===== src/rtl/mul4_fitness_scorer.sv =====
// Fitness scorer for a four-product 16x16 multiplier candidate: drives LFSR stimulus, checks responses, accumulates score.
// Optional FITNESS_BITCOUNT_EN scores matching bits (0..64 per vector) instead of matching lanes (0..4).
module mul4_fitness_scorer #(
   parameter int          NUM_VECTORS = 256,
   parameter int          SETTLE      = 1,
   parameter logic [63:0] SEED        = 64'h0000_0000_0000_0001
) (
   input  logic        clk,
   input  logic        rst,
   input  logic        start,
   output logic [15:0] a1,
   output logic [15:0] a0,
   output logic [15:0] b1,
   output logic [15:0] b0,
   input  logic [15:0] y3,
   input  logic [15:0] y2,
   input  logic [15:0] y1,
   input  logic [15:0] y0,
   output logic        busy,
   output logic        done,
   output logic [23:0] score,
   output logic        perfect
);

`ifdef FITNESS_BITCOUNT_EN
   localparam int PER_VECTOR = 64;
`else
   localparam int PER_VECTOR = 4;
`endif
   localparam logic [23:0] MAX_SCORE = 24'(PER_VECTOR * NUM_VECTORS);
   localparam logic [3:0]  SETTLE_LAST = 4'(SETTLE - 1);
   localparam logic [12:0] VEC_LAST    = 13'(NUM_VECTORS - 1);

   typedef enum logic [1:0] {IDLE, DRIVE, SAMPLE, FINISH} state_t;

   state_t      state;
   state_t      state_nx;
   logic [63:0] lfsr;
   logic [63:0] lfsr_nx;
   logic [3:0]  settle_cnt;
   logic [12:0] vec_cnt;
   logic [23:0] score_r;
   logic [15:0] g3, g2, g1, g0;
   logic [6:0]  vec_count;

   assign a1 = lfsr[63:48];
   assign a0 = lfsr[47:32];
   assign b1 = lfsr[31:16];
   assign b0 = lfsr[15:0];

   // Fibonacci taps 64,63,61,60 (1-based) map to bit indices 63,62,60,59.
   assign lfsr_nx = {lfsr[62:0], lfsr[63] ^ lfsr[62] ^ lfsr[60] ^ lfsr[59]};

   assign g3 = a1 * b1;
   assign g2 = a1 * b0;
   assign g1 = a0 * b1;
   assign g0 = a0 * b0;

`ifdef FITNESS_BITCOUNT_EN
   logic [63:0] same_bits;
   assign same_bits = ~{y3 ^ g3, y2 ^ g2, y1 ^ g1, y0 ^ g0};

   always_comb begin
      vec_count = '0;
      for (int i = 0; i < 64; i++) begin
         vec_count = vec_count + {6'd0, same_bits[i]};
      end
   end
`else
   always_comb begin
      vec_count = '0;
      vec_count = 7'(y3 == g3) + 7'(y2 == g2) + 7'(y1 == g1) + 7'(y0 == g0);
   end
`endif

   always_ff @(posedge clk or posedge rst) begin
      if (rst) begin
         state <= IDLE;
      end else begin
         state <= state_nx;
      end
   end

   always_comb begin
      state_nx = state;
      case (state)
         IDLE:    if (start) state_nx = DRIVE;
         DRIVE:   if (settle_cnt == SETTLE_LAST) state_nx = SAMPLE;
         SAMPLE:  state_nx = (vec_cnt == VEC_LAST) ? FINISH : DRIVE;
         FINISH:  state_nx = IDLE;
         default: state_nx = IDLE;
      endcase
   end

   // The LFSR only moves at the end of SAMPLE, so stimulus is steady across DRIVE and SAMPLE.
   always_ff @(posedge clk or posedge rst) begin
      if (rst) begin
         lfsr       <= SEED;
         settle_cnt <= '0;
         vec_cnt    <= '0;
         score_r    <= '0;
      end else begin
         case (state)
            IDLE: begin
               if (start) begin
                  lfsr       <= SEED;
                  settle_cnt <= '0;
                  vec_cnt    <= '0;
                  score_r    <= '0;
               end
            end
            DRIVE: begin
               settle_cnt <= (settle_cnt == SETTLE_LAST) ? 4'd0 : settle_cnt + 4'd1;
            end
            SAMPLE: begin
               score_r <= score_r + {17'd0, vec_count};
               lfsr    <= lfsr_nx;
               vec_cnt <= vec_cnt + 13'd1;
            end
            default: begin
            end
         endcase
      end
   end

   assign busy    = (state != IDLE);
   assign done    = (state == FINISH);
   assign score   = score_r;
   assign perfect = (score_r == MAX_SCORE);

endmodule


===== config.mk =====
export PLATFORM = sky130hd
export DESIGN_NAME = mul4_fitness_scorer
export DESIGN_NICKNAME = d
export VERILOG_FILES = /design/src/rtl/mul4_fitness_scorer.sv
export SDC_FILE = /design/constraint.sdc
export NUM_CORES = 1
export LEC_CHECK = 0
export ABC_AREA = 1
export ABC_CLOCK_PERIOD_IN_PS = 23600
export CORE_MARGIN = 5
export CORE_UTILIZATION = 55
export CTS_CLUSTER_DIAMETER = 50
export DETAILED_ROUTE_END_ITERATION = 16
export PLACE_DENSITY = 0.79
export SYNTH_ARGS = -nofsm -noshare
export SYNTH_HDL_FRONTEND = slang
export SYNTH_SLANG_ARGS = --single-unit

===== constraint.sdc =====
create_clock -name clk -period 23.6 [get_ports clk]
set_clock_uncertainty 0.05 [all_clocks]
set_input_delay 5.9 -clock clk [delete_from_list [all_inputs] [get_ports clk]]
set_output_delay 5.9 -clock clk [all_outputs]
set_load 0.01 [all_outputs]

==> results.json <==
{
  "power.density_nw_per_um2": 14.2,
  "crit_path_max_fanout": 3,
  "holdPathStages": 1,
  "r2r_slack_ps": 14760,
  "ys_ff_latch": 107,
  "max_cap_violations": 0,
  "synth-compound-area-share_pct": 4.76,
  "yosys.area_share.simple_pct": 20.6,
  "via_per_inst": 5.29,
  "multiInputGateArea_sq_um": 16000,
  "ys_seq_area_share_pct": 11.8,
  "setup_slack_ps": 13470,
  "hold_path_end": "vec_cnt[9]",
  "htreeDepth": 3,
  "critPathCaptureType": "flip-flop",
  "highest_layer": "met4",
  "period_minus_slack_ps": 10130,
  "port_buffers": 157,
  "cts_resized": 0,
  "synth_nets": 3716,
  "nets": 3782,
  "swShare_pct": 23.2,
  "cts_tree": "done",
  "antenna_found_initial": 0,
  "layout-drive-gt1-share_pct": 3.00,
  "seqCellArea_sq_um": 2680,
  "cpPeakStageDelay_ps": 530,
  "wl_met3_um": 6130,
  "reg2regPathDepth": 38,
  "regToRegStartpoint": "lfsr[18]",
  "power_frac_clock_pct": 41.0,
  "hold_class": "reg2reg",
  "synth_ff_type": "dfrtp_1",
  "worstSetupPathType": "in2reg",
  "initial_core_util_pct": 55.6,
  "synthCells": 3126,
  "startpoint": "y3[3]",
  "syn_area_per_cell_sq_um": 7.26,
  "slowest_stage": "fa_1",
  "die_y_um": 213,
  "crit_arrival_ps": 10320,
  "period_share_pct": 42.9,
  "diodes": 0,
  "synth-edff-count": 0,
  "fillers": 3569,
  "placement_rows": 74,
  "coreArea_sq_um": 40800,
  "synthAdderAreaFrac_pct": 39.5,
  "synth_top_family_by_area": "adder cells",
  "async_flop_share_pct": 100,
  "first_iter_violations": 1440,
  "critPathMostFrequentCell": "nor2_1",
  "grt.overflow.total": 0,
  "whs_ps": 486,
  "drc_errors": 0,
  "p_sw_mw": 0.0818,
  "detail-route-antenna-nets": 0,
  "gp_congestion": 0.874,
  "yosysWarningCount": 0,
  "reg2reg_to": "score[22]",
  "synth_mux_area_share_pct": 0.0937,
  "first_pass_iters": 8,
  "seq_power_share_pct": 52.0,
  "avgRoutedWirePerCell_um": 16.4,
  "leakagePower_nw": 14.6,
  "met2_wirelength_um": 28100,
  "syn2layout_area_growth_pct": 9.67,
  "post-cts-setup-buffer-count": 0,
  "synth_xor_area_share_pct": 5.65,
  "fp.dieW_um": 213,
  "grt_setup_unrepaired": "false",
  "wl_um": 61100,
  "p_comb_share_pct": 7.0,
  "vdd_drop_max_v": 0.0000427,
  "slew_viol_final": 0,
  "finalSetupViolations": 0,
  "status": "completed",
  "cts.sinks": 107,
  "cts-buffers-inserted": 9,
  "netlist-cell-type-count": 53,
  "required_ps": 23790,
  "clockBufferDepth": 2,
  "slew_headroom_pct": 30.0,
  "wl_met1_um": 24800,
  "postCtsHoldBufs": 0,
  "io_pins": 158,
  "grt_pass1_wl_um": 101000,
  "worst_slew_pin_slew_ps": 1050,
  "grt_usage_pct": 27.4,
  "die_area_sq_um": 45400,
  "final_core_util_pct": 60.9,
  "mappedNetlistArea_sq_um": 22700,
  "grt_pass1_vias": 20700,
  "dp_hpwl_um": 47200,
  "cp-start-kind": "input port",
  "route.vias.total": 19700,
  "clk_latency_ps": 350,
  "intPower_mw": 0.270,
  "max_clock_freq_mhz": 98.7,
  "path_clk_slew_ps": 80,
  "dp_slack_ps": 13100,
  "hold_start": "vec_cnt[9]",
  "grt_max_degree": 81,
  "finalHoldViolCount": 0,
  "fin_tns_setup_ps": 0,
  "root_buffer": "clkbuf_16"
}
## per-layer routing
| layer | global-route usage, % | vias up |
|---|---|---|
| met2 | 44.1 | 855 |
| met1 | 36.9 | 9522 |
| li1 | - | 9197 |
| met3 | 6.44 | 141 |
| met4 | 8.89 | 0 |
| met5 | 0 | - |
## metrics by stage
| stage | power, mW | cells | instance area (sq um) |
|---|---|---|---|
| 2_1_floorplan | 0.197 | 3126 | 22700 |
| 3_3_place_gp | 0.211 | 3713 | 24600 |
| 3_5_place_dp | 0.212 | 3713 | 24600 |
| 4_1_cts | 0.353 | 3729 | 24900 |
| 5_1_grt | 0.364 | 3729 | 24900 |
| 6_report | 0.352 | 3729 | 24900 |
## registers in the layout, indices dropped and copies added (netlist names)
name        cells
state           2
score          24
vec_cnt        13
lfsr           64
settle_cnt      4
## cell families (layout without fill, tap and decap cells)
group / Yosys count / in the layout
flip-flops: 107 / 107
AO/OA/AOI/OAI: 183 / 183
AND/OR/NAND/NOR: 1132 / 1132
XOR/XNOR: 137 / 137
buffers and inverters: 1042 / 1113
adder cells (fa/ha/maj): 523 / 523
multiplexers: 2 / 2
## critical path, delay by kind of cell
family | cells | cell delay [ps]
xor+xnor | 1 | 120
fa+ha+maj | 3 | 1130
buf+inv | 5 | 800
compound gates | 2 | 250
simple gates | 19 | 2110
## cells in the final DEF (no fill, tap or decap), types with 7 or more instances in the layout
| cell type | instances |
|---|---|
| a21oi_1 | 44 |
| buf_4 | 36 |
| clkbuf_16 | 9 |
| clkdlybuf4s50_1 | 157 |
| dfrtp_1 | 106 |
| fa_1 | 323 |
| ha_1 | 200 |
| inv_1 | 895 |
| inv_2 | 8 |
| nand2_1 | 879 |
| nand2_2 | 7 |
| nand3_1 | 82 |
| nand3b_1 | 20 |
| nand4_1 | 29 |
| nor2_1 | 74 |
| nor2_2 | 7 |
| nor3_1 | 10 |
| o21ai_0 | 37 |
| o22ai_1 | 73 |
| xnor2_1 | 53 |
| xor2_1 | 76 |
## how the worst max path moves through the flow
stage / endpoint / slack, ps
2_1_floorplan: score[22] / 14340
3_3_place_gp: score[22] / 13160
3_5_place_dp: score[22] / 13100
4_1_cts: score[22] / 13470
5_1_grt: score[22] / 13000
6_report: score[22] / 13470
## power groups by stage
stage | combinational [mW] | clock [mW] | sequential [mW]
floorplan | 0.0104 | 0 | 0.187
global placement | 0.0242 | 0 | 0.187
detailed placement | 0.0248 | 0 | 0.187
CTS | 0.0250 | 0.145 | 0.183
global route | 0.0273 | 0.153 | 0.183
finish | 0.0246 | 0.144 | 0.183
## area by class of cell
| type | instances | share of cell area [%] |
|---|---|---|
| Clock buffer | 10 | 0.920 |
| Clock inverter | 6 | 0.206 |
| Inverter | 904 | 13.6 |
| Multi-Input combinational cell | 1977 | 64.4 |
| Sequential cell | 107 | 10.8 |
| Tap cell | 532 | 2.67 |
| Timing Repair Buffer | 193 | 7.40 |
## cell usage after synthesis (20+ instances only)
master      n  area (sq um)
buf_2      31           155
clkbuf_1   80           300
o21ai_0    37           185
nand4_1    29           181
nand2_1   879          3300
o22ai_1    73           457
nand3_1    82           410
fa_1      323          6470
xnor2_1    53           464
a21oi_1    44           220
inv_1     896          3360
dfrtp_1   106          2650
ha_1      200          2500
xor2_1     76           666
nor2_1     74           278
nand3b_1   20           150
Power figures use the tool's default switching activity.
